==> src/rtl/warmboot_pkg.sv <==
// Shared constants and state encoding for the warmboot unlock controller.
// Latency: n/a (declarations only).
// Backpressure: n/a.
package warmboot_pkg;

  localparam logic [7:0] KEY1_BYTE = 8'hA5;
  localparam logic [7:0] KEY2_BYTE = 8'h5A;
  localparam logic [7:0] CMD_MASK  = 8'hFC;
  localparam logic [7:0] CMD_BASE  = 8'hB0;

  typedef enum logic [2:0] {
    IDLE,
    KEY1,
    KEY2,
    DELAY,
    BOOTING
  } state_t;

  // True for the four image-select command bytes 0xB0..0xB3.
  function automatic logic is_cmd(input logic [7:0] b);
    return (b & CMD_MASK) == CMD_BASE;
  endfunction

endpackage

==> src/rtl/warmboot_ctl_if.sv <==
// Z80-style I/O write bus as seen by fpga20 port blocks (all strobes active-low).
// Latency: n/a (wiring only).
// Backpressure: none; the bus cannot be stalled by a listener.
interface warmboot_ctl_if;
  logic       IORQ;
  logic       WR;
  logic       M1;
  logic [7:0] A;
  logic [7:0] D;

  modport master (output IORQ, WR, M1, A, D);
  modport slave  (input  IORQ, WR, M1, A, D);
endinterface

==> src/rtl/warmboot_ctl_bus_wr_detect.sv <==
// Synchronizes async Z80 I/O-write strobes and emits one strobe per bus write with addr/data.
// Latency: wr_stb is high in the cycle after the second sync flop sees the write (3rd edge after WR falls).
// Backpressure: none; one single-cycle strobe per bus cycle, consumer must take it.
module bus_wr_detect (
  input  logic       clk,
  input  logic       rst,
  input  logic       iorq,
  input  logic       wr,
  input  logic       m1,
  input  logic [7:0] addr,
  input  logic [7:0] data,
  output logic       wr_stb,
  output logic [7:0] wr_addr,
  output logic [7:0] wr_data
);

  logic [2:0] sync_a;
  logic [2:0] sync_b;
  logic       hit;
  logic       hit_q;
  logic [7:0] addr_q;
  logic [7:0] data_q;

  // I/O write, not an interrupt acknowledge (M1 low with IORQ low).
  assign hit    = ~sync_b[2] & ~sync_b[1] & sync_b[0];
  assign wr_stb = hit & ~hit_q;

  // A/D have been stable since before WR fell, so use them directly on the
  // strobe cycle and keep a copy for later readers.
  assign wr_addr = wr_stb ? addr : addr_q;
  assign wr_data = wr_stb ? data : data_q;

  // Two-flop synchronizers; reset to the inactive (high) strobe level.
  always_ff @(posedge clk) begin
    if (rst) begin
      sync_a <= 3'b111;
      sync_b <= 3'b111;
    end else begin
      sync_a <= {iorq, wr, m1};
      sync_b <= sync_a;
    end
  end

  // Edge-detect history and address/data capture.
  always_ff @(posedge clk) begin
    if (rst) begin
      hit_q  <= 1'b0;
      addr_q <= 8'h00;
      data_q <= 8'h00;
    end else begin
      hit_q <= hit;
      if (wr_stb) begin
        addr_q <= addr;
        data_q <= data;
      end
    end
  end

endmodule

==> src/rtl/warmboot_ctl.sv <==
// Unlock-sequence controller driving SB_WARMBOOT S0/S1/BOOT; optional LOCK input under WARMBOOT_LOCK_EN.
// Latency: state changes 3 CLK1 edges after WR falls; BOOT rises BOOT_DELAY cycles after S1:S0 latch.
// Backpressure: none; writes arriving in DELAY/BOOTING are silently ignored.
module warmboot_ctl
  import warmboot_pkg::*;
#(
  parameter logic [7:0] PORT_ADDR      = 8'hF0,
  parameter int         TIMEOUT_CYCLES = 50000,
  parameter int         BOOT_DELAY     = 16
) (
  input  logic           CLK1,
  input  logic           RESET,
`ifdef WARMBOOT_LOCK_EN
  input  logic           LOCK,
`endif
  warmboot_ctl_if.slave  bus,
  output logic           S0,
  output logic           S1,
  output logic           BOOT,
  output logic           ARMED
);

  localparam int TW = (TIMEOUT_CYCLES > 1) ? $clog2(TIMEOUT_CYCLES) : 1;
  localparam int DW = (BOOT_DELAY > 1) ? $clog2(BOOT_DELAY) : 1;

  state_t        state, state_nxt;
  logic [1:0]    img, img_nxt;
  logic [TW-1:0] tmr, tmr_nxt;
  logic [DW-1:0] dly, dly_nxt;
  logic          wr_stb;
  logic [7:0]    wr_addr;
  logic [7:0]    wr_data;
  logic          port_wr;
  logic          lock;

`ifdef WARMBOOT_LOCK_EN
  assign lock = LOCK;
`else
  assign lock = 1'b0;
`endif

  bus_wr_detect u_wr_detect (
    .clk     (CLK1),
    .rst     (RESET),
    .iorq    (bus.IORQ),
    .wr      (bus.WR),
    .m1      (bus.M1),
    .addr    (bus.A),
    .data    (bus.D),
    .wr_stb  (wr_stb),
    .wr_addr (wr_addr),
    .wr_data (wr_data)
  );

  assign port_wr = wr_stb && (wr_addr == PORT_ADDR);

  // State, image select and counters.
  always_ff @(posedge CLK1) begin
    if (RESET) begin
      state <= IDLE;
      img   <= 2'b00;
      tmr   <= '0;
      dly   <= '0;
    end else begin
      state <= state_nxt;
      img   <= img_nxt;
      tmr   <= tmr_nxt;
      dly   <= dly_nxt;
    end
  end

  // Unlock sequencing, inter-write timeout and boot delay.
  always_comb begin
    state_nxt = state;
    img_nxt   = img;
    tmr_nxt   = tmr;
    dly_nxt   = dly;
    unique case (state)
      IDLE: begin
        tmr_nxt = '0;
        dly_nxt = '0;
        if (port_wr && wr_data == KEY1_BYTE) state_nxt = KEY1;
      end
      KEY1, KEY2: begin
        tmr_nxt = tmr + 1'b1;
        if (port_wr) begin
          // A write in the same cycle as the timeout takes precedence.
          tmr_nxt = '0;
          if (wr_data == KEY1_BYTE) begin
            state_nxt = KEY1;
          end else if (state == KEY1 && wr_data == KEY2_BYTE) begin
            state_nxt = KEY2;
          end else if (state == KEY2 && is_cmd(wr_data)) begin
            state_nxt = DELAY;
            img_nxt   = wr_data[1:0];
            dly_nxt   = '0;
          end else begin
            state_nxt = IDLE;
          end
        end else if (tmr == TW'(TIMEOUT_CYCLES - 1)) begin
          state_nxt = IDLE;
          tmr_nxt   = '0;
        end
      end
      DELAY: begin
        dly_nxt = dly + 1'b1;
        if (dly == DW'(BOOT_DELAY - 1)) state_nxt = BOOTING;
      end
      BOOTING: begin
        state_nxt = BOOTING;
      end
      default: begin
        state_nxt = IDLE;
      end
    endcase
    // LOCK holds everything short of an already-committed boot in IDLE.
    if (lock && state != BOOTING) begin
      state_nxt = IDLE;
      img_nxt   = 2'b00;
      tmr_nxt   = '0;
      dly_nxt   = '0;
    end
  end

  assign S0    = img[0];
  assign S1    = img[1];
  assign BOOT  = (state == BOOTING);
  assign ARMED = (state == KEY1) || (state == KEY2) || (state == DELAY);

endmodule

==> src/flat_wrapper.sv <==
// flat-port wrapper written by rule: the top's interface ports become plain ports
module warmboot_ctl_flat import warmboot_pkg::*;
#(
  parameter logic [7:0] PORT_ADDR      = 8'hF0,
  parameter int         TIMEOUT_CYCLES = 50000,
  parameter int         BOOT_DELAY     = 16
)
  (CLK1, RESET, S0, S1, BOOT, ARMED, bus_IORQ, bus_WR, bus_M1, bus_A, bus_D);
  warmboot_ctl_if bus_i ();
  input  logic CLK1;
  input  logic RESET;
  output logic S0;
  output logic S1;
  output logic BOOT;
  output logic ARMED;
  input wire logic [$bits(bus_i.IORQ)-1:0] bus_IORQ;
  input wire logic [$bits(bus_i.WR)-1:0] bus_WR;
  input wire logic [$bits(bus_i.M1)-1:0] bus_M1;
  input wire logic [$bits(bus_i.A)-1:0] bus_A;
  input wire logic [$bits(bus_i.D)-1:0] bus_D;
  assign bus_i.IORQ = bus_IORQ;
  assign bus_i.WR = bus_WR;
  assign bus_i.M1 = bus_M1;
  assign bus_i.A = bus_A;
  assign bus_i.D = bus_D;
  warmboot_ctl #(.PORT_ADDR(PORT_ADDR), .TIMEOUT_CYCLES(TIMEOUT_CYCLES), .BOOT_DELAY(BOOT_DELAY)) u_core (.CLK1(CLK1), .RESET(RESET), .bus(bus_i), .S0(S0), .S1(S1), .BOOT(BOOT), .ARMED(ARMED));
endmodule
==> config.mk <==
export PLATFORM = sky130hd
export DESIGN_NAME = warmboot_ctl_flat
export DESIGN_NICKNAME = d
export VERILOG_FILES = /design/src/rtl/warmboot_pkg.sv /design/src/rtl/warmboot_ctl_if.sv /design/src/rtl/warmboot_ctl_bus_wr_detect.sv /design/src/rtl/warmboot_ctl.sv /design/src/flat_wrapper.sv
export SDC_FILE = /design/constraint.sdc
export NUM_CORES = 1
export LEC_CHECK = 0
export ABC_AREA = 1
export CAP_MARGIN = 5
export CORE_ASPECT_RATIO = 2
export CORE_UTILIZATION = 25
export CTS_CLUSTER_DIAMETER = 50
export DETAILED_ROUTE_END_ITERATION = 16
export GPL_ROUTABILITY_DRIVEN = 1
export MAX_ROUTING_LAYER = met4
export SLEW_MARGIN = 20
export SYNTH_ARGS = -nofsm -noshare
export SYNTH_HDL_FRONTEND = slang
export SYNTH_SLANG_ARGS = --single-unit
==> constraint.sdc <==
create_clock -name CLK1 -period 2.3 [get_ports CLK1]
set_clock_uncertainty 0.2 [all_clocks]
set_input_delay 0.46 -clock CLK1 [delete_from_list [all_inputs] [get_ports CLK1]]
set_output_delay 0.46 -clock CLK1 [all_outputs]
set_load 0.02 [all_outputs]
### Word level (Yosys, flattened, before mapping)

Cells that the tools add are included.

* flip-flop bits (word level): 48
* logic and storage cells: 67

* $add $sub $neg: 2
* equal/unequal tests: 17
* muxes and demuxes: 18
* bitwise operators: 8
* reductions and logical operators: 13

Operators with widths (number)
* $mux W16: 2
* $pmux W16 S2: 1
* $mux W3: 6
* $add A16 B1 Y16 const B: 1
* $eq A16 B16 Y1 const B: 1
* $eq A8 B8 Y1 const B: 2
* $mux W4: 4
* $mux W8: 2
* $pmux W3 S4: 1
* $pmux W4 S3: 1
* $reduce_and A5 Y1: 2
* $eq A8 B7 Y1 const B: 1
* $ne A2 B1 Y1 const B: 4
* $eq A3 B2 Y1 const B: 2
* $eq A6 B6 Y1 const B: 1
* $not A1 Y1: 5
* $add A4 B1 Y4 const B: 1
* $eq A4 B4 Y1 const B: 1
* $logic_and A1 B1 Y1: 4
* $ne A2 B2 Y1 const B: 2
* $and A1 B1 Y1: 3
* $eq A3 B1 Y1 const B: 1
* $eq A3 B3 Y1 const B: 1
* $logic_not A3 Y1: 1
* other kinds (7): 8

### Logic depth before layout (Yosys ltp)

Gate-level depths: netlist (run 1).

* depth after elaboration: 12
* depth in mapped cells: 15

### Hierarchy

From an unflattened synthesis (run 1), not the netlist that was laid out.

* cell total of the unflattened synthesis: 413
* area total of the unflattened synthesis: 2646.3 µm²

By module, submodules not included
* warmboot_ctl: instances 1, cells an instance 259, area an instance 1596.5 µm²
* bus_wr_detect: instances 1, cells an instance 154, area an instance 1049.8 µm²

### Worst setup path before layout (run 1)

OpenSTA, ideal clock, no wires.

* path kind: register to register
* start: reg u_core.u_wr_detect.sync_b[1]
* end: reg u_core.state[1]
* setup time: 0.113 ns
* arrival time: 1.516 ns
* data required time: 1.987 ns
* path slack: 0.471 ns
* cell stages (with the launch flop): 14
* path buffers: 1
* path through: dfxtp_1 > nor2_4 > nand3_2 > buf_6 > nand2_1 > nand2_1 > nor2_2 > nand3_2 > nand3_4 > nand2_4 > nor2_4 > nand2_1 > nand2_1 > nor2_1

* word-level cells in the longest chain between the ends: 12
* elaborated cells on any way between the ends: 22

Ends and longest elaborated chain
* start, declared: RTL line warmboot_ctl_bus_wr_detect.sv:18 `logic [2:0] sync_b;`
* start signal, assigned: RTL line warmboot_ctl_bus_wr_detect.sv:40 `sync_b <= sync_a;`
* $not A1 Y1 (*): RTL line warmboot_ctl_bus_wr_detect.sv:25 `assign hit = ~sync_b[2] & ~sync_b[1] & sync_b[0];`
* $and A1 B1 Y1 (*) (2 in series): RTL line warmboot_ctl_bus_wr_detect.sv:25
* $and A1 B1 Y1 (*): RTL line warmboot_ctl_bus_wr_detect.sv:26 `assign wr_stb = hit & ~hit_q;`
* $mux W8
* $eq A6 B6 Y1: RTL line warmboot_pkg.sv:21 `return (b & CMD_MASK) == CMD_BASE;`
* $logic_and A1 B1 Y1: RTL line warmboot_ctl.sv:93 `end else if (state == KEY2 && is_cmd(wr_data)) begin`
* $mux W2: RTL line warmboot_ctl.sv:93
* $mux W3: RTL line warmboot_ctl.sv:91 `end else if (state == KEY1 && wr_data == KEY2_BYTE) begin`
* $mux W3: RTL line warmboot_ctl.sv:89 `if (wr_data == KEY1_BYTE) begin`
* $mux W3: RTL line warmboot_ctl.sv:86 `if (port_wr) begin`
* $pmux W3 S4: RTL line warmboot_ctl.sv:78 `unique case (state)`
* end signal, assigned: RTL line warmboot_ctl.sv:65 `state <= state_nxt;`
* end, declared: RTL line warmboot_ctl.sv:26 `state_t state, state_nxt;`

Mark *: on every way between the ends. The rest lies on a longest branch, timed or not.
A chain may end at the register's enable or synchronous reset.

### Final worst setup path (run 1)

* start: reg u_core.state[0]
* end: out ARMED

* word-level cells in the longest chain between the ends: 3
* elaborated cells on any way between the ends: 5

Ends and longest elaborated chain
* $eq A3 B1 Y1 or $eq A3 B2 Y1 (tied branches): RTL line warmboot_ctl.sv:128 `assign ARMED = (state == KEY1) || (state == KEY2) || (state == DELAY);`
* $logic_or A1 B1 Y1: RTL line warmboot_ctl.sv:128
* $logic_or A1 B1 Y1 (*): RTL line warmboot_ctl.sv:128
* end, declared: RTL line flat_wrapper.sv:15 `output logic ARMED;`

Marked as above.

==> metrics.yaml, run 1 <==
post_cts_buffers: 0
finalCriticalPeriod_ps: 2150
synthTopCellsByArea: "dfxtp_1 38%, nand2_1 13%, nor2_1 8.6%"
layout_common_cells: "89 x nand2_1, 58 x nor2_1, 50 x inv_1, 48 x dfxtp_1, 24 x nand4_1"
antenna_cells: 0
avgSynthCellArea_um2: 6.73
antenna_found_initial: 0
nNetsFinal: 433
area_growth_pct: 26.8
dieArea_um2: 10600
final_cells: 543
hold_ws_ps: 210
drive_above_1_share: 0.107
overflow: 0
dpl_cell_area_um2: 3000
finalMaxSlewViolations: 0
ys.flop_type: "dfxtp_1"
seqPwrFrac: 0.350
grtUsageTotal: 0.135
seqCellArea_um2: 961
first_global_vias: 2407
stdcell_area_um2: 3220
grt_pass1_wl_mm: 10.4
synth_top_area_frac: 0.379
startpoint_type: "register"
place_inst: 535
slew_headroom: 0.702
cts_max_path_buffers: 2
switching_share: 0.283
cellInternalPower_mw: 1.81
comb_power_share: 0.232
setup_violations: 0
rows: 51
worst_slew_pin_slew_ps: 443
clk_pin_slew_ps: 70
synth_cell_types: 39
crit_path_max_fanout: 4
rsz0062_at_grt: "yes"
grt_max_degree: 37
viasPerCell: 4.46
max_cap_violations: 0
clk_latency_ps: 300
end_kind: "output pin"
power.density_nw_per_um2: 787
outcome: "completed"
syn_inst: 377
synthesis.area_um2: 2540
power.total_mw: 2.53
globalplace.congestion: 0.863
htree_levels: 2
die_y_um: 144
async_reset_ff_frac: 0
crit_required_ps: 1640
die_x_um: 73.2
vias: 2421
numCtsBuffers: 5
critical_path_class: "reg -> out"
yosys.area.top_type: "dfxtp_1"
first_pass_iters: 4
tns_ps: 0
hold_path.class: "reg -> reg"
power.share.clock: 0.419
multi_input_area_um2: 1310
antenna_left: 0
wire_per_inst_um: 11.5
synth-edff-count: 0
synth_warnings: 0
dpl.hpwl_mm: 4.86
power.switching_uw: 717
core_um2: 9830
finalHoldViolCount: 0
root_buffer: "clkbuf_16"
ios: 25
p_leak_nw: 1.34
layout.cells.most_common: "nand2_1"
numPortBuffers: 24
r2r_slack_ps: 200
cts_tree: "built"
arrival_ps: 1490
clock-sinks: 48
fillers: 1089
syn_nets: 400
route.detailed.drc: 0
fin_crit_sh: 0.934
start_util: 0.258
drt_iter0_drc: 109
ys_seq_area_frac: 0.379
fmax_mhz: 465
routed_wl_mm: 6.24
peakVddDrop_mv: 0.307
ys_ff_latch: 48
==> final timing paths <==
kind                                             endpoint  cells past startpoint                                     from
setup / recovery                                    ARMED                      3             u_core.state[0]$_SDFFE_PP0P_
hold / removal    u_core.u_wr_detect.sync_b[1]$_SDFF_PP1_                      1  u_core.u_wr_detect.sync_a[1]$_SDFF_PP1_
hold reg to reg   u_core.u_wr_detect.sync_b[1]$_SDFF_PP1_                      1  u_core.u_wr_detect.sync_a[1]$_SDFF_PP1_
setup reg to reg             u_core.state[1]$_SDFFE_PP0P_                     13  u_core.u_wr_detect.sync_b[1]$_SDFF_PP1_
==> layout make-up <==
| cell class | count | area share |
|---|---|---|
| Multi-Input combinational cell | 264 | 0.406 |
| Sequential cell | 48 | 0.299 |
| Timing Repair Buffer | 38 | 0.115 |
| Inverter | 53 | 0.0618 |
| Tap cell | 132 | 0.0513 |
| Clock buffer | 5 | 0.0389 |
| Clock inverter | 3 | 0.0280 |
==> synthesized netlist by cell type, types with 2 or more instances <==
library cell,n
a21oi_1,18
and2_1,2
and3_1,2
buf_2,5
buf_6,2
clkbuf_1,4
dfxtp_1,48
ha_1,2
inv_1,50
inv_2,2
nand2_1,89
nand3_1,16
nand3_2,2
nand3b_1,2
nand4_1,24
nor2_1,58
nor2_2,2
nor2_4,3
nor3_1,5
nor3_2,2
o21ai_0,5
o21ai_1,5
o22ai_1,4
or2_2,7
xor2_1,4
==> flip-flops by register name, summed over array words and instances (netlist names) <==
name and count:
u_core.dly 4, u_core.img 2, u_core.state 3, u_core.tmr 16, u_core.u_wr_detect.addr_q 8, u_core.u_wr_detect.data_q 8, u_core.u_wr_detect.hit_q 1, u_core.u_wr_detect.sync_a 3
u_core.u_wr_detect.sync_b 3
==> kinds of logic (layout without fill, tap and decap cells) <==
logic type | count (synthesis) | after routing | share of synthesized area
buffers and inverters | 65 | 99 | 0.106
adder cells (fa/ha/maj) | 2 | 2 | 0.00986
AO/OA/AOI/OAI | 37 | 37 | 0.0799
XOR/XNOR | 5 | 5 | 0.0173
AND/OR/NAND/NOR | 219 | 219 | 0.404
multiplexers | 1 | 1 | 0.00394
flip-flops | 48 | 48 | 0.379
==> per-stage QoR <==
step                utilization  setup WS (ps)
floorplan                     -            471
global placement          0.306          -23.6
CTS                       0.327            141
global route              0.327          -13.8
finish                    0.327            151
detailed placement        0.306          -14.2
==> critical path: stages (launching register included) <==
cell	delay [ps]
dfxtp_1	400
nor2_1	70
nor2_1	100
clkdlybuf4s50_1	620
==> routing by layer <==
metal | track usage | part of all wire | vias to the layer above | wire, um
met5 | - | 0 | - | 0
met1 | 0.105 | 0.36 | 1102 | 2250
met4 | 0.0815 | 0.038 | 0 | 235
met2 | 0.268 | 0.58 | 34 | 3610
met3 | 0.0314 | 0.024 | 16 | 147
li1 | - | - | 1269 | -
==> power groups by stage <==
stage	Clock [mW]	Sequential [mW]	Combinational, mW
finish	1.06	0.884	0.587
global route	1.11	0.889	0.656
CTS	1.08	0.884	0.593
detailed placement	0	0.903	0.591
global placement	0	0.901	0.586
floorplan	0	0.897	0.385
==> what timing repair did <==
item / in CTS / in global routing
setup endpoints to repair: 1 / 5
gates resized for setup: 1 / 0
pin swaps: 0 / 0
hold buffers: 0 / 0
No activity file was read; power rests on OpenSTA's default activity.
==> run 2: changes to the inputs <==
- SKIP_LAST_GASP: not set -> 1
==> results of run 2 <==
Same layout as run 1: the final DEF is identical, and so are final timing and power.
